## config.mk

```make
export PLATFORM = sky130hd
export DESIGN_NAME = mm_job_scheduler
export DESIGN_NICKNAME = d
export VERILOG_FILES = /design/src/rtl/mm_sched_pkg.sv /design/src/rtl/mm_job_fifo.sv /design/src/rtl/mm_job_scheduler.sv
export SDC_FILE = /design/constraint.sdc
export NUM_CORES = 1
export LEC_CHECK = 0
export ABC_CLOCK_PERIOD_IN_PS = 3570
export CAP_MARGIN = 20
export CORE_MARGIN = 5
export CORE_UTILIZATION = 52
export DETAILED_ROUTE_END_ITERATION = 10
export GPL_TIMING_DRIVEN = 1
export PLACE_DENSITY = 0.78
export SYNTH_ARGS = -nofsm -noshare
export SYNTH_HDL_FRONTEND = slang
export SYNTH_SLANG_ARGS = --single-unit
export TNS_END_PERCENT = 10
```

## constraint.sdc

```tcl
create_clock -name i_clk -period 3.57 [get_ports i_clk]
set_input_delay 0.714 -clock i_clk [delete_from_list [all_inputs] [get_ports i_clk]]
set_output_delay 0.714 -clock i_clk [all_outputs]
set_load 0.005 [all_outputs]
```

## src/rtl/mm_sched_pkg.sv

```systemverilog
// rtl/mm_sched_pkg.sv - shared types and constants for the matrix-multiply job scheduler
package mm_sched_pkg;

    localparam int DW = 20;

    localparam logic [1:0] HDR_ROW1 = 2'd0;
    localparam logic [1:0] HDR_COL1 = 2'd1;
    localparam logic [1:0] HDR_COL2 = 2'd2;

    typedef enum logic [2:0] {
        IDLE = 3'd0,
        CFG0 = 3'd1,
        CFG1 = 3'd2,
        CFG2 = 3'd3,
        RUN  = 3'd4,
        DONE = 3'd5
    } state_t;

    typedef struct packed {
        logic [DW-1:0] row1;
        logic [DW-1:0] col1;
        logic [DW-1:0] col2;
        logic [3:0]    id;
    } job_t;

    // A job with any zero dimension is rejected without touching the engine
    function automatic logic has_zero_dim(input job_t j);
        return (j.row1 == '0) || (j.col1 == '0) || (j.col2 == '0);
    endfunction

endpackage

```

## src/rtl/mm_job_fifo.sv

```systemverilog
// rtl/mm_job_fifo.sv - synchronous FIFO of job descriptors
module mm_job_fifo
    import mm_sched_pkg::*;
#(
    parameter int DEPTH = 4
) (
    input  logic                     i_clk,
    input  logic                     i_reset,
    input  logic                     i_push,
    input  job_t                     i_data,
    input  logic                     i_pop,
    output job_t                     o_data,
    output logic [$clog2(DEPTH):0]   o_count,
    output logic                     o_full,
    output logic                     o_empty
);

    localparam int AW = $clog2(DEPTH);

    job_t            r_mem [DEPTH];
    logic [AW-1:0]   r_wr_ptr;
    logic [AW-1:0]   r_rd_ptr;
    logic [AW:0]     r_count;
    logic            w_push;
    logic            w_pop;

    // Full/empty come from the registered count only, so a pop never
    // frees a slot for a push in the same cycle.
    assign o_full  = (r_count == (AW+1)'(DEPTH));
    assign o_empty = (r_count == '0);
    assign w_push  = i_push && !o_full;
    assign w_pop   = i_pop && !o_empty;
    assign o_data  = r_mem[r_rd_ptr];
    assign o_count = r_count;

    // Descriptor storage; occupancy gates every read so no reset is needed
    always_ff @(posedge i_clk) begin
        if (w_push) begin
            r_mem[r_wr_ptr] <= i_data;
        end
    end

    // Pointer and occupancy bookkeeping
    always_ff @(posedge i_clk) begin
        if (i_reset) begin
            r_wr_ptr <= '0;
            r_rd_ptr <= '0;
            r_count  <= '0;
        end else begin
            if (w_push) begin
                r_wr_ptr <= r_wr_ptr + AW'(1);
            end
            if (w_pop) begin
                r_rd_ptr <= r_rd_ptr + AW'(1);
            end
            case ({w_push, w_pop})
                2'b10:   r_count <= r_count + (AW+1)'(1);
                2'b01:   r_count <= r_count - (AW+1)'(1);
                default: r_count <= r_count;
            endcase
        end
    end

endmodule

```

## src/rtl/mm_job_scheduler.sv

```systemverilog
// rtl/mm_job_scheduler.sv - queues jobs, writes engine headers, runs engine with timeout
module mm_job_scheduler
    import mm_sched_pkg::*;
#(
    parameter int DEPTH   = 4,
    parameter int CW      = 32,
    parameter int TIMEOUT = 1000000
) (
    input  logic                     i_clk,
    input  logic                     i_reset,
    input  logic                     i_job_valid,
    output logic                     o_job_ready,
    input  logic [DW-1:0]            i_job_row1,
    input  logic [DW-1:0]            i_job_col1,
    input  logic [DW-1:0]            i_job_col2,
    input  logic [3:0]               i_job_id,
    output logic                     o_cfg_we,
    output logic [1:0]               o_cfg_addr,
    output logic [DW-1:0]            o_cfg_data,
    output logic                     o_mm_reset,
    input  logic                     i_mm_finish,
    output logic                     o_done_valid,
    output logic [3:0]               o_done_id,
    output logic [CW-1:0]            o_done_cycles,
    output logic                     o_done_timeout,
    output logic                     o_done_err,
    output logic                     o_busy,
    output logic [$clog2(DEPTH):0]   o_pending
);

    localparam logic [CW-1:0] TIMEOUT_C = CW'(TIMEOUT);

    state_t          r_state;
    job_t            r_job;
    logic [CW-1:0]   r_cnt;
    logic            r_cfg_we;
    logic [1:0]      r_cfg_addr;
    logic [DW-1:0]   r_cfg_data;
    logic            r_mm_reset;
    logic            r_done_valid;
    logic [3:0]      r_done_id;
    logic [CW-1:0]   r_done_cycles;
    logic            r_done_timeout;
    logic            r_done_err;

    job_t            w_in_job;
    job_t            w_head;
    logic            w_pop;
    logic            w_full;
    logic            w_empty;

    assign w_in_job = '{row1: i_job_row1, col1: i_job_col1, col2: i_job_col2, id: i_job_id};
    assign w_pop    = (r_state == IDLE) && !w_empty;

    mm_job_fifo #(
        .DEPTH (DEPTH)
    ) u_fifo (
        .i_clk   (i_clk),
        .i_reset (i_reset),
        .i_push  (i_job_valid),
        .i_data  (w_in_job),
        .i_pop   (w_pop),
        .o_data  (w_head),
        .o_count (o_pending),
        .o_full  (w_full),
        .o_empty (w_empty)
    );

    assign o_job_ready    = !w_full;
    assign o_busy         = (r_state != IDLE);
    assign o_cfg_we       = r_cfg_we;
    assign o_cfg_addr     = r_cfg_addr;
    assign o_cfg_data     = r_cfg_data;
    assign o_mm_reset     = r_mm_reset;
    assign o_done_valid   = r_done_valid;
    assign o_done_id      = r_done_id;
    assign o_done_cycles  = r_done_cycles;
    assign o_done_timeout = r_done_timeout;
    assign o_done_err     = r_done_err;

    // Job sequencer: pop, header writes, engine run with timeout, completion report
    always_ff @(posedge i_clk) begin
        if (i_reset) begin
            r_state        <= IDLE;
            r_job          <= '0;
            r_cnt          <= '0;
            r_cfg_we       <= 1'b0;
            r_cfg_addr     <= '0;
            r_cfg_data     <= '0;
            r_mm_reset     <= 1'b1;
            r_done_valid   <= 1'b0;
            r_done_id      <= '0;
            r_done_cycles  <= '0;
            r_done_timeout <= 1'b0;
            r_done_err     <= 1'b0;
        end else begin
            r_cfg_we     <= 1'b0;
            r_done_valid <= 1'b0;
            case (r_state)
                IDLE: begin
                    if (!w_empty) begin
                        r_job <= w_head;
                        if (has_zero_dim(w_head)) begin
                            r_state        <= DONE;
                            r_done_valid   <= 1'b1;
                            r_done_id      <= w_head.id;
                            r_done_cycles  <= '0;
                            r_done_timeout <= 1'b0;
                            r_done_err     <= 1'b1;
                        end else begin
                            r_state    <= CFG0;
                            r_cfg_we   <= 1'b1;
                            r_cfg_addr <= HDR_ROW1;
                            r_cfg_data <= w_head.row1;
                        end
                    end
                end
                CFG0: begin
                    r_state    <= CFG1;
                    r_cfg_we   <= 1'b1;
                    r_cfg_addr <= HDR_COL1;
                    r_cfg_data <= r_job.col1;
                end
                CFG1: begin
                    r_state    <= CFG2;
                    r_cfg_we   <= 1'b1;
                    r_cfg_addr <= HDR_COL2;
                    r_cfg_data <= r_job.col2;
                end
                CFG2: begin
                    r_state    <= RUN;
                    r_mm_reset <= 1'b0;
                    r_cnt      <= CW'(1);
                end
                RUN: begin
                    // r_cnt == 1 marks the first RUN cycle, where the engine is
                    // still leaving reset and its finish flag is meaningless.
                    if (i_mm_finish && (r_cnt != CW'(1))) begin
                        r_state        <= DONE;
                        r_mm_reset     <= 1'b1;
                        r_done_valid   <= 1'b1;
                        r_done_id      <= r_job.id;
                        r_done_cycles  <= r_cnt;
                        r_done_timeout <= 1'b0;
                        r_done_err     <= 1'b0;
                    end else if (r_cnt >= TIMEOUT_C) begin
                        r_state        <= DONE;
                        r_mm_reset     <= 1'b1;
                        r_done_valid   <= 1'b1;
                        r_done_id      <= r_job.id;
                        r_done_cycles  <= TIMEOUT_C;
                        r_done_timeout <= 1'b1;
                        r_done_err     <= 1'b0;
                    end else begin
                        r_cnt <= r_cnt + CW'(1);
                    end
                end
                DONE: begin
                    r_state <= IDLE;
                end
                default: begin
                    r_state    <= IDLE;
                    r_mm_reset <= 1'b1;
                end
            endcase
        end
    end

endmodule
```

* After elaboration in Yosys (flattened, before gate mapping)
Memory sizes are Yosys's and may differ from the RTL's. A register that Yosys moved wholly into a read port is not among the register bits.
Cells that the tools add are included.
** Cells by class
- Equal/unequal tests :: 15
- Shift operators :: 0
- Bitwise gates (word level) :: 2
- Add/sub/neg operators :: 5
- Reductions and logical operators :: 26
- Magnitude comparators :: 1
- Div/mod/pow operators :: 0
- Multipliers :: 0
- Multiplexer cells :: 49
** Operators by type and width (number)
- 2-to-1 mux 32 bit :: 6
- one-hot mux 32 bit (2 select lines) :: 2
- zero test 20 bit :: 3
- one-hot mux 20 bit (3 select lines) :: 1
- 2-to-1 mux 20 bit :: 2
- adder 32 x 1 -> 32 bit, second input constant :: 1
- >= comparator 32 x 20 -> 1 bit, second input constant :: 1
- != test 32 x 1 -> 1 bit, second input constant :: 1
- 2-to-1 mux 1 bit :: 17
- 2-to-1 mux 4 bit :: 4
- one-hot mux 3 bit (5 select lines) :: 1
- 2-to-1 mux 3 bit :: 4
- equality test 3 bit, second input constant :: 3
- 2-to-1 mux 2 bit :: 4
- != test 2 bit, second input constant :: 4
- one-hot mux 1 bit (2 select lines) :: 4
- one-hot mux 4 bit (2 select lines) :: 1
- equality test 3 x 2 -> 1 bit, second input constant :: 2
- zero test 3 bit :: 2
- one-hot mux 2 bit (3 select lines) :: 1
- one-hot mux 3 bit (2 select lines) :: 1
- AND reduction 2 bit :: 3
- AND reduction 3 bit :: 2
- nonzero test 2 bit :: 3
- 17 further kinds :: 25
** Word-level totals
- Memory bits (read-only) :: 0
- Memories kept :: 1
- Bits in writable memories :: 256
- Latch bits :: 0
- Word-level logic and storage cells :: 116
- Bits in registers :: 149
- Output and inout port bits :: 68
- Input bits :: 68
** Memories
- u_fifo.r_mem :: depth 4, bits a word 64, rd ports 1, clocked after Yosys merged registers in 1, wr ports 1, RTL line mm_job_fifo.sv:20 : job_t r_mem [DEPTH];

* Longest topological paths before layout
Gate-level depths: netlist (run 1).
- Word-level depth :: 6
- Depth in mapped cells :: 12
- Depth with buffers taken out :: 10

* Cells and area by module
From an unflattened synthesis (run 1), not the netlist that was laid out.
** Unflattened totals
- Cells, all modules :: 1078
- Area total of the unflattened synthesis :: 15716.3 um2
** Modules (own cells, without submodules)
- mm_job_fifo :: seq. area each 7867.5 um2, area an instance 9785.6 um2, instances 1, cells an instance 388
- mm_job_scheduler :: seq. area each 2842.7 um2, area an instance 5930.7 um2, instances 1, cells an instance 690

* Worst setup path after synthesis (run 1)
Ideal clock, no wire load.
- Path type :: reg-to-reg
- Start :: register r_state[2]
- End :: register u_fifo.r_count[2], in the netlist u_fifo.o_count[2]
- Buffers on the path :: 3
- Data required time :: 3500 ps
- Stages on the path, launching flop included :: 13
- Library setup time :: 70 ps
- Clock period less this slack :: 2910 ps
- Path slack :: 660 ps
- Arrival time :: 2840 ps
- Cell sequence :: dfxtp_1 > clkbuf_1 > or3_1 > or2_2 > clkbuf_1 > inv_1 > clkbuf_1 > ha_1 > inv_1 > fa_1 > xor2_1 > or3_1 > a21oi_1
** On the way
- Cells in the longest elaborated chain, start to end :: 5
- Elaborated cells between the ends (all ways) :: 7
- Those cells by class :: eq/ne (2); mux (1); reduce/logical (4)
** RTL lines
- start: declaration :: RTL line mm_job_scheduler.sv:33 : state_t r_state;
- start signal: assignment :: RTL line mm_job_scheduler.sv:84 : r_state <= IDLE;
- start signal: assignment :: RTL line mm_job_scheduler.sv:104 : r_state <= DONE;
- start signal: assignment :: RTL line mm_job_scheduler.sv:111 : r_state <= CFG0;
- zero test 3 bit (*) :: RTL line mm_job_scheduler.sv:53 : assign w_pop = (r_state == IDLE) && !w_empty;
- logical AND 1 bit (*) :: RTL line mm_job_scheduler.sv:53
- via u_fifo.i_pop :: RTL line mm_job_fifo.sv:11 : input logic i_pop,
- logical AND 1 bit (*) :: RTL line mm_job_fifo.sv:32 : assign w_pop = i_pop && !o_empty;
- equality test 2 x 1 -> 1 bit / equality test 2 bit (equally long branches) :: RTL line mm_job_fifo.sv:56 : case ({w_push, w_pop})
- one-hot mux 3 bit (2 select lines) / nonzero test 2 bit (equally long branches)
- end signal: assignment :: RTL line mm_job_fifo.sv:57 : 2'b10: r_count <= r_count + (AW+1)'(1);
- end signal: assignment :: RTL line mm_job_fifo.sv:58 : 2'b01: r_count <= r_count - (AW+1)'(1);
- end signal: assignment :: RTL line mm_job_fifo.sv:59 : default: r_count <= r_count;
- end: declaration :: RTL line mm_job_fifo.sv:23 : logic [AW:0] r_count;
The timed path passes the listed nets; every way through them passes the cells marked *.
A chain may end at the register's enable or synchronous reset.

==> results.txt, run 1 <==
----------------------------------------------------
[Outcome]
  Result of the run ... completed

[Place]
  Final estimated routing congestion in global placement ... approximately 0.85
  Placed cells ... ~1600
  Final HPWL from detailed placement ... approximately 23 mm
  Number of buffers added on ports ... ~140

[Routing]
  Drt first-iter violations ... around 1000
  Detail-routed via count per cell ... 5.889
  Number of iterations in the first detailed-routing pass ... 5
  Routed Wire Length ... 34.96 mm
  Post-route DRC ... 0
  Antenna Nets Post-Route ... 0
  Vias post-DR ... ~9600
  Routed WL per cell ... 21.48 um

[Cells and area]
  Diode count ... 0
  Fillcell total ... 2105
  Final core utilization ... 0.6324
  Nets@finish ... 1283
  Relative area change from synthesis to final layout ... 20.48%
  Non-Filler Instances ... approximately 1600
  Share of final-layout standard cells stronger than drive strength 1 ... 0.1389

[Setup path]
  Dominant delay contributor by cell family on the critical path ... compound AO/OA/AOI/OAI gates
  CP bufs+invs ... 1
  Slowest stage cell on the critical path ... sky130_fd_sc_hd__mux4_2
  Critical path data arrival time ... between 3 and 4 ns
  Critical Path RT ... between 3 and 4 ns
  Reg2reg setup slack ... between 0.5 and 0.6 ns
  Worst setup path class ... reg2reg
  Crit end category ... flop
  Delay contributed by the slowest stage of the critical path ... around 0.56 ns
  Startpoint type of the worst setup path ... flop
  Critical Path Fanout Max ... 31
  Cell Chain, Critical Path ... buf_12 > mux4_2 > nor4_1 > nand3_1 > o22ai_2 > o21a_1 > nor3_4 > a22o_1

[Pwr]
  Switching share of power ... 0.2964
  Worst IR drop on VDD ... slightly below 0.5 mV
  Pleak ... approximately 6.3 nW
  Fraction of power consumed by combinational cells ... 0.257
  Pwr/cell area ... about 750 nW/um^2
  Clock power frac ... 0.306
  Total Power ... between 0.01 and 0.015 W
  Design internal power ... approximately 0.0098 W
  Part of the total power dissipated in sequential elements ... 0.438
  Switching Power ... between 0.004 and 0.005 W

[Synthesis]
  Fraction of the mapped netlist area in compound gates ... 0.07065
  Register bit total from synthesis ... ~400
  Post-synthesis cell count ... 1072
  Distinct cell type count after synthesis ... 50
  Synth Area in Adders ... 0.007742
  Largest cells by area after synthesis ... sky130_fd_sc_hd__edfxtp_1 50%, sky130_fd_sc_hd__dfxtp_1 19%, sky130_fd_sc_hd__mux4_2 9.3%
  Nets in the synthesized netlist ... 1149
  Synthesized cell area ... 15510 um^2
  Xor and xnor area share after synthesis ... 0.007903
  Mux share of post-synthesis cell area ... 0.1103
  Sequential-to-total area share from yosys stat ... 0.6903
  Fraction of registers with async set or reset after synthesis ... 0
  Count of yosys warnings during synthesis ... 0
  Area leader, netlist ... sky130_fd_sc_hd__edfxtp_1
  Cell with the most instances after synthesis ... sky130_fd_sc_hd__edfxtp_1
  Most common flop cell mapped by yosys ... sky130_fd_sc_hd__edfxtp_1
  Combinational family with the most area after synthesis ... multiplexers
  Yosys top cell area share ... 0.4955
  Mean post-synth cell area ... about 14 um^2
  Basic-gate share of the synthesized area counting and, or, nand and nor cells ... 0.09153
  Count of flip-flops with a built-in enable after synthesis ... approximately 260
  Ranking of synthesized cells by instance count ... 256 x sky130_fd_sc_hd__edfxtp_1, 151 x sky130_fd_sc_hd__dfxtp_1, 140 x sky130_fd_sc_hd__nand2_1

[STA]
  Final worst path period need ... between 3 and 4 ns
  Final setup skew ... about 0.020 ns
  Count of final setup violators ... 0
  Final period util ... 0.8505
  Worst-case headroom to the max-slew limit ... 0.3747
  Count of endpoints failing hold in the final timing report ... 0
  Tightest Pin Transition ... roughly 0.93 ns
  Setup repair after global routing missed its margin ... no
  Max Clk Rate ... 329.4 MHz
  Number of pins with negative max-slew slack in the final report ... 0
  Sum Neg Setup Slack ... 0 ns
  Worst hold margin ... 0.4555 ns

[Clock tree]
  Quantity of hold-fixing buffers added after cts ... 0
  Number of buffers inserted to repair setup after CTS ... 0
  Number of gates resized after cts ... 0
  Number of clock sinks ... around 410
  Clock slew at the register clock pins of the worst setup and hold paths ... 0.06 ns
  H-tree depth ... 2
  Clock tree from TritonCTS ... done
  Clk_lat worst skew ... approximately 0.53 ns
  Number of buffers on the longest clock path ... 3
  CTS buffer count ... 41
  Buffer cell driving the clock tree root ... sky130_fd_sc_hd__clkbuf_16

[Global routing]
  All-layer global routing usage ... 0.2092
  Largest net degree at the start of global routing ... 79
  Number of antenna violations at the first check in global routing ... 0
  Congestion Overflow GR ... 0
  Vias in the first global route ... approximately 9600
  First-pass GRT wire length ... between 50 and 60 mm

[Die]
  Placement Rows ... between 60 and 70
  Horizontal die dimension ... between 150 and 200 um
  Area enclosed by the die boundary ... 33390 um^2
  Area of the placeable core ... between 20000 and 30000 um^2
  Starting Density ... 0.5249
  Top-Level Pins ... 136
  Die Height ... 182.7 um

[Run]
  Maximum capacitance violations ... 0

[Hold path]
  Worst hold-check path type ... reg2reg

----------------------------------------------------
==> cells by family (layout without fill, tap and decap cells) <==
logic type | count (synthesis) | in the layout
compound gates | 171 | 171
xor+xnor | 14 | 14
fa+ha+maj | 9 | 9
buf+inv | 76 | 242
flops | 407 | 407
mux | 91 | 91
simple gates | 304 | 304
==> state kept, by name (all words and copies together) (netlist names), named ones only <==
signal,count
u_fifo.r_mem,256
r_cnt,32
o_mm_reset,1
o_cfg_addr,2
o_done_err,1
o_cfg_we,1
u_fifo.r_rd_ptr,2
r_job,44
r_state,3
u_fifo.o_count,3
o_cfg_data,20
o_done_valid,1
u_fifo.r_wr_ptr,2
o_done_timeout,1
o_done_id,4
o_done_cycles,32
==> per-layer routing <==
layer	GRT usage	part of all wire	routed length [um]
met4	0.06334	0.028	975
met3	0.03709	0.069	2404
met1	0.2987	0.42	14780
met5	0	0	0
met2	0.3340	0.48	16810
==> stage by stage <==
stage,setup slack (ns),cell area (um^2)
floorplan,0.6597,15510
global placement,0.6252,17320
detailed placement,0.5276,17320
CTS,0.5050,18690
global route,0.3399,18690
finish,0.5338,18690
==> power groups by stage <==
| stage | clock network, W | registers (W) | logic, W |
|---|---|---|---|
| 6_report | 0.00428 | 0.00612 | 0.00359 |
| 3_3_place_gp | 0 | 0.00617 | 0.00353 |
| 5_1_grt | 0.00456 | 0.00618 | 0.00393 |
| 3_5_place_dp | 0 | 0.00621 | 0.00360 |
| 2_1_floorplan | 0 | 0.00609 | 0.00236 |
| 4_1_cts | 0.00434 | 0.00612 | 0.00363 |
==> worst register-to-register path, stage by stage (launching register included) <==
cell,delay (ns)
sky130_fd_sc_hd__dfxtp_4,0.37
sky130_fd_sc_hd__buf_12,0.26
sky130_fd_sc_hd__mux4_2,0.58
sky130_fd_sc_hd__nor4_1,0.43
sky130_fd_sc_hd__nand3_1,0.16
sky130_fd_sc_hd__o22ai_2,0.29
sky130_fd_sc_hd__o21a_1,0.37
sky130_fd_sc_hd__nor3_4,0.20
sky130_fd_sc_hd__a22o_1,0.26
==> path summary, 6_finish.rpt <==
check	from	to	depth (start not counted)
worst max-delay path	flop	o_done_cycles[27]	8
worst min-delay path	r_job[0]	r_job[0]	2
worst max register to register	flop	o_done_cycles[27]	8
worst min register to register	r_job[0]	r_job[0]	2
==> layout make-up <==
cell class / count / area, um^2 / area share
Timing Repair Buffer: 154 / 1592 / 0.08514
Clock inverter: 16 / 160.2 / 0.008568
Sequential cell: 407 / 10720 / 0.5732
Tap cell: 390 / 488.0 / 0.02610
Clock buffer: 59 / 1209 / 0.06466
Multi-Input combinational cell: 589 / 4481 / 0.2397
Inverter: 13 / 48.80 / 0.002610
==> layout by cell type, fill, tap and decap left out, types with 20 or more instances in the layout <==
cell                              synthesis  final
sky130_fd_sc_hd__nor2_1                  58     58
sky130_fd_sc_hd__clkdlybuf4s50_1          0    134
sky130_fd_sc_hd__nor4_1                  27     27
sky130_fd_sc_hd__a21oi_1                 59     59
sky130_fd_sc_hd__o21ai_0                 33     33
sky130_fd_sc_hd__mux4_2                  64     64
sky130_fd_sc_hd__a22o_1                  25     25
sky130_fd_sc_hd__dfxtp_1                151    149
sky130_fd_sc_hd__edfxtp_1               256    256
sky130_fd_sc_hd__mux2i_1                 27     27
sky130_fd_sc_hd__a22oi_1                 20     20
sky130_fd_sc_hd__nand2_1                140    140
sky130_fd_sc_hd__clkbuf_16                0     42
Note: power is estimated with default switching activity, not from simulation.
==> run 2, diff against run 1 <==
--- a/config.mk
+++ b/config.mk
@@ -10,7 +10,7 @@
 export CORE_MARGIN = 5
 export CORE_UTILIZATION = 52
 export DETAILED_ROUTE_END_ITERATION = 10
-export GPL_TIMING_DRIVEN = 1
+export GPL_TIMING_DRIVEN = 0
 export PLACE_DENSITY = 0.78
 export SYNTH_ARGS = -nofsm -noshare
 export SYNTH_HDL_FRONTEND = slang
==> run 2 against run 1 <==
  * Worst hold slack got worse by 0.00071 ns
  * Non-clock buffer count is 47 higher
  * Critical path depth rose by 2
  * Largest power group unchanged
  * Sequential share of layout area fell by 0.48 points
==> results.txt, run 2 (synthesis gave the netlist of run 1 again) <==
----------------------------------------------------
[Setup path]
  Crit end category ... flop
  Dominant delay contributor by cell family on the critical path ... buffers and inverters
  Worst reg2reg path endpoint ... o_cfg_data[6]
  Startpoint type of the worst setup path ... flop
  R2R cell count ... 10
  Reg2reg setup slack ... 0.21 ns
  Critical Path Fanout Max ... 10
  Slowest stage cell on the critical path ... sky130_fd_sc_hd__buf_1
  Worst setup path class ... reg2reg
  Cell Chain, Critical Path ... buf_2 > buf_1 > mux4_2 > nor4_1 > nand3_1 > o22ai_2 > o21ai_2 > buf_2 > mux2i_1 > nor2_1
  Critical Path Most Common Cell ... sky130_fd_sc_hd__buf_2
  Critical Path RT ... approximately 4.0 ns
  CP bufs+invs ... 3
  Critical path data arrival time ... roughly 3.8 ns
  Delay contributed by the slowest stage of the critical path ... just over 0.5 ns

[Die]
  Starting Density ... 0.5249
  Area of the placeable core ... 29560 um^2
  Top-Level Pins ... 136
  Area enclosed by the die boundary ... 33390 um^2
  Horizontal die dimension ... around 180 um
  Die Height ... 182.7 um
  Placement Rows ... 63

[Cells and area]
  Registers with the most flip-flops ... u_fifo.r_mem: 256 flops, r_job: 44 flops
  Number of flip-flops under the largest register name ... ~260
  Relative area change from synthesis to final layout ... 21.44%
  Share of final-layout standard cells stronger than drive strength 1 ... 0.1285
  Non-Filler Instances ... ~1700
  Diode count ... 0
  Nets@finish ... about 1300
  Commonest non-fill, non-tap cells in the layout ... 256 x sky130_fd_sc_hd__edfxtp_1, 151 x sky130_fd_sc_hd__dfxtp_1, 140 x sky130_fd_sc_hd__nand2_1, 134 x sky130_fd_sc_hd__clkdlybuf4s50_1, 64 x sky130_fd_sc_hd__mux4_2
  Final core utilization ... 0.6374
  Most flops, register ... u_fifo.r_mem
  Most frequent standard cell in the layout excluding fill and tap cells ... sky130_fd_sc_hd__edfxtp_1

[Hold path]
  Cell depth of the worst min-delay path ... 2
  Worst Hold End ... r_job[1]
  Source of the worst hold timing path ... r_job[1]
  Worst hold-check path type ... reg2reg

[Global routing]
  Vias in the first global route ... approximately 9500
  First-pass GRT wire length ... roughly 55 mm
  Global routing usage on met2 ... 0.3390
  All-layer global routing usage ... 0.2099
  Largest net degree at the start of global routing ... 47
  Met1 Resource Use GR ... 0.2905
  GRT busiest layer ... met2
  Number of antenna violations at the first check in global routing ... 0
  Congestion Overflow GR ... 0
  Met3 usage ... 0.03887

[Pwr]
  Pwr/cell area ... ~750 nW/um^2
  Worst IR drop on VDD ... around 0.48 mV
  Pleak ... 6.336 nW

[Routing]
  Drt first-iter violations ... about 920
  Routed WL per cell ... 21.30 um
  Detail-routed via count per cell ... 5.806
  Antenna Nets Post-Route ... 0
  Post-route DRC ... 0
  Routed Wire Length ... 35.66 mm
  Vias post-DR ... between 9000 and 10000
  Number of iterations in the first detailed-routing pass ... 5

[Clock tree]
  CTS buffer count ... between 40 and 50
  Clock slew at the register clock pins of the worst setup and hold paths ... 0.06 ns
  Number of buffers inserted to repair setup after CTS ... 0
  Quantity of hold-fixing buffers added after cts ... 0
  Clk_lat worst skew ... ~0.53 ns
  Buffer cell driving the clock tree root ... sky130_fd_sc_hd__clkbuf_16
  H-tree depth ... 2
  Clock tree from TritonCTS ... done
  Number of buffers on the longest clock path ... 3
  Number of clock sinks ... roughly 400
  Number of gates resized after cts ... 0

[Place]
  Final estimated routing congestion in global placement ... between 0.9 and 1
  Final HPWL from detailed placement ... about 24 mm
  Number of buffers added on ports ... between 100 and 150
  Placed cells ... 1600

[STA]
  Worst hold margin ... between 0.4 and 0.5 ns
  Worst-case headroom to the max-slew limit ... 0.3328
  Final worst path period need ... approximately 3.4 ns
  Max Clk Rate ... 297.6 MHz
  Count of final setup violators ... 0
  Count of endpoints failing hold in the final timing report ... 0
  Tightest Pin Transition ... 0.9932 ns
  Number of pins with negative max-slew slack in the final report ... 0
  Final period util ... 0.9413
  Setup repair after global routing missed its margin ... no
  Final setup skew ... 0.01444 ns

[Run]
  Maximum capacitance violations ... 0

[Outcome]
  Result of the run ... completed

----------------------------------------------------
[run 2: cell types whose count changed in the layout (fill, tap and decap cells not counted), moves of 3 or more]
| cell | delta |
|---|---|
| sky130_fd_sc_hd__buf_4 | -7 |
| sky130_fd_sc_hd__buf_16 | +4 |
| sky130_fd_sc_hd__buf_2 | +6 |
| sky130_fd_sc_hd__and3_4 | +4 |
| sky130_fd_sc_hd__buf_6 | +3 |
| sky130_fd_sc_hd__buf_1 | +4 |
| sky130_fd_sc_hd__clkbuf_1 | +45 |
| sky130_fd_sc_hd__and3_2 | -4 |
| sky130_fd_sc_hd__buf_12 | -8 |
| sky130_fd_sc_hd__clkbuf_8 | -7 |
[run 2: power by group]
part / switching, W / total (W) / internal (W)
sequential: 0.000381 / 0.00613 / 0.00575
clock: 0.00173 / 0.00431 / 0.00258
combinational: 0.00215 / 0.00371 / 0.00156
total: 0.00426 / 0.0141 / 0.00988
[run 2: layout make-up]
class / instances / area, um^2
fill: 2110 / 10720
clock inverter: 20 / 207.7
buffer: 63 / 286.5
inverter: 13 / 48.80
timing repair buffer: 138 / 1451
tap: 390 / 488.0
multi-input combinational: 589 / 4491
clock buffer: 54 / 1159
sequential: 407 / 10710
[run 2: per-layer routing]
layer,share of wire,vias up
li1,-,4438
met1,0.42,4786
met2,0.48,399
met3,0.067,97
met4,0.036,0
met5,0,-
[run 2: worst register-to-register path: stages, from the launching register on]
cell and delay (ns):
sky130_fd_sc_hd__dfxtp_1 0.30, sky130_fd_sc_hd__buf_2 0.31, sky130_fd_sc_hd__buf_1 0.52, sky130_fd_sc_hd__mux4_2 0.49
sky130_fd_sc_hd__nor4_1 0.41, sky130_fd_sc_hd__nand3_1 0.20, sky130_fd_sc_hd__o22ai_2 0.24, sky130_fd_sc_hd__o21ai_2 0.19
sky130_fd_sc_hd__buf_2 0.26, sky130_fd_sc_hd__mux2i_1 0.26, sky130_fd_sc_hd__nor2_1 0.07
[run 2: worst max-delay path by stage]
stage	from	slack [ns]	endpoint	cells after the start
final	flop	0.21	o_cfg_data[6]	10
after global routing	flop	0.12	o_cfg_data[6]	10
after CTS	r_state[2]	0.20	u_fifo.o_count[2]	12
after detailed placement	r_state[2]	0.22	u_fifo.o_count[2]	12
after global placement	i_job_valid	-0.82	u_fifo.r_mem[0][8]	2
after floorplan	r_state[2]	0.66	u_fifo.o_count[2]	12
[run 2: through the flow]
stage               total power [W]  instance area (um^2)  worst slack [ns]  TNS (ns)
floorplan                  0.008453                 15510            0.6597         0
global placement           0.009745                 17340           -0.8228   -201.81
detailed placement         0.009874                 17470            0.2219         0
CTS                         0.01421                 18840            0.2036         0
global route                0.01480                 18840            0.1172         0
finish                      0.01414                 18840            0.2096         0
==> RTL edit, RTL diff (flow settings as in run 1) <==
Change the parameter `TIMEOUT` from 1000000 to 750000.
--- a/src/rtl/mm_job_scheduler.sv
+++ b/src/rtl/mm_job_scheduler.sv
@@ -4,7 +4,7 @@
 #(
     parameter int DEPTH   = 4,
     parameter int CW      = 32,
-    parameter int TIMEOUT = 1000000
+    parameter int TIMEOUT = 750000
 ) (
     input  logic                     i_clk,
     input  logic                     i_reset,
Formal check against the unedited RTL: same outputs for any inputs over 4 cycles, from zero or initial values and one cycle with i_reset high; that may be too few to reach the edited logic, so the function may still have changed.
==> RTL edit against run 1 <==
Combinational power decreased by 8.1%; sequential share of layout area decreased by 0.37 points; area after synthesis increased by 1.0%; worst hold slack improved by 0.0011 ns; total power decreased by 3.5%; wire length increased by 1.2%; setup slack got worse by 0.13 ns; first-iteration DRC count decreased by 12%; fmax decreased by 4.1%; critical path type unchanged; cell area increased by 0.65%; sequential cell count unchanged; sequential power decreased by 1%.
==> RTL edit: results (changes against run 1) <==
stage,metric,value,unit,change
status,status,finished clean,,
power_and_ir_drop,Leak,6.23,nW,-1.1%
logic_synthesis,mux cell area share after synthesis,10.6,%,-0.43 points
setup_path,Worst EP arrival,3.59,ns,+0.15 ns
hold_path,Hold Crit Endpoint,r_job[25]$_SDFFE_PP0P_,,
finish,fill count,2100,,-0.24%
cts,CTS Buf Count,40,,-2.4%
power_and_ir_drop,Max VDD drop,0.503,mV,+3.8%
setup_path,internal reg-to-reg setup slack,0.40,ns,-0.13 ns
drt,1st-iter DRT viols,889,,-12%
logic_synthesis,sequential cell area fraction in the yosys report,68.3,%,-0.72 points
logic_synthesis,Synth area leaders,"edfxtp_1 49%, dfxtp_1 19%, mux4_2 9.2%",,
grt,largest net degree at the start of global routing,78,,-1.3%
grt,GRT Total Usage,20.6,%,-0.30 points
logic_synthesis,Synth Area in Adders,0.766,%,-0.0080 points
placed_design,hpwl dp,23000,um,+1.4%
logic_synthesis,"top cells by count, synth","256 x edfxtp_1, 151 x dfxtp_1, 142 x nand2_1",,
grt,number of global-route vias before repair,9636,,+0.75%
drt,Avg WL per Cell,21.5,um,about the same
placed_design,Area after DPL,0.0175,mm^2,+1.1%
drt,Vias,9702,,+1.2%
finish,design area,0.0188,mm^2,+0.65%
hold_path,start point of the worst hold path,r_job[25]$_SDFFE_PP0P_,,
logic_synthesis,compound-cell area share of the yosys netlist,7.86,%,+0.80 points
timing,Slew headroom,29.3,%,-8.1 points
-- RTL edit: cell types whose count changed after synthesis, sizes merged, moves of 4 or more --
cell,before,now
a211oi,4,11
a31o,5,0
a41oi,0,4
and2,14,5
and3,6,12
mux2i,27,22
nand3,8,14
nor4,27,21
xnor2,11,18
-- RTL edit: final cells by class --
cell class / count / area share, %
Clock buffer: 56 / 5.86
Clock inverter: 17 / 1.04
Inverter: 13 / 0.259
Multi-Input combinational cell: 606 / 24.6
Sequential cell: 407 / 57.0
Tap cell: 390 / 2.59
Timing Repair Buffer: 160 / 8.72
-- RTL edit: kinds of logic (layout without fill, tap and decap cells) --
kind of cell	after synthesis	after routing
flops	407	407
fa+ha+maj	9	9
buf+inv	82	246
compound gates	184	184
xor+xnor	21	21
mux	86	86
simple gates	306	306
-- RTL edit: where the power goes --
part,switching [mW],internal [mW],total [mW]
combinational,1.93,1.37,3.30
sequential,0.337,5.71,6.05
clock,1.70,2.45,4.15
total,3.97,9.54,13.5
-- RTL edit: worst max-delay path: stages (launching register included) --
cell,delay (ns)
dfxtp_4,0.47
buf_12,0.25
mux4_2,0.55
nor4_1,0.40
nand3_1,0.21
o22ai_2,0.36
o21a_2,0.27
nor2_1,0.25
o31ai_1,0.31
-- RTL edit: how the worst max path moves through the flow --
stage,slack (ns),to,cells past startpoint
final,0.40,o_done_cycles[4]$_SDFFE_PP0P_,8
after global routing,0.27,o_done_cycles[4]$_SDFFE_PP0P_,8
after CTS,0.43,o_done_cycles[4]$_SDFFE_PP0P_,8
after detailed placement,0.44,o_done_cycles[4]$_SDFFE_PP0P_,8
after global placement,0.51,o_done_cycles[4]$_SDFFE_PP0P_,8
after floorplan,0.83,u_fifo.o_count[2]$_SDFFE_PP0P_,12
-- RTL edit: per-stage QoR --
step	power (mW)	setup WS, ns	instances
floorplan	8.26	0.830	1095
global placement	9.30	0.507	1575
detailed placement	9.42	0.436	1576
CTS	13.6	0.435	1649
global route	14.1	0.268	1649
finish	13.5	0.403	1649
-- RTL edit: layer usage --
| layer | global-route usage (%) | share of wire, % | up-vias |
|---|---|---|---|
| li1 | - | - | 4427 |
| met1 | 26.7 | 39 | 4769 |
| met2 | 34.7 | 50 | 419 |
| met3 | 3.94 | 6.8 | 87 |
| met4 | 8.13 | 3.9 | 0 |
| met5 | 0 | 0 | - |
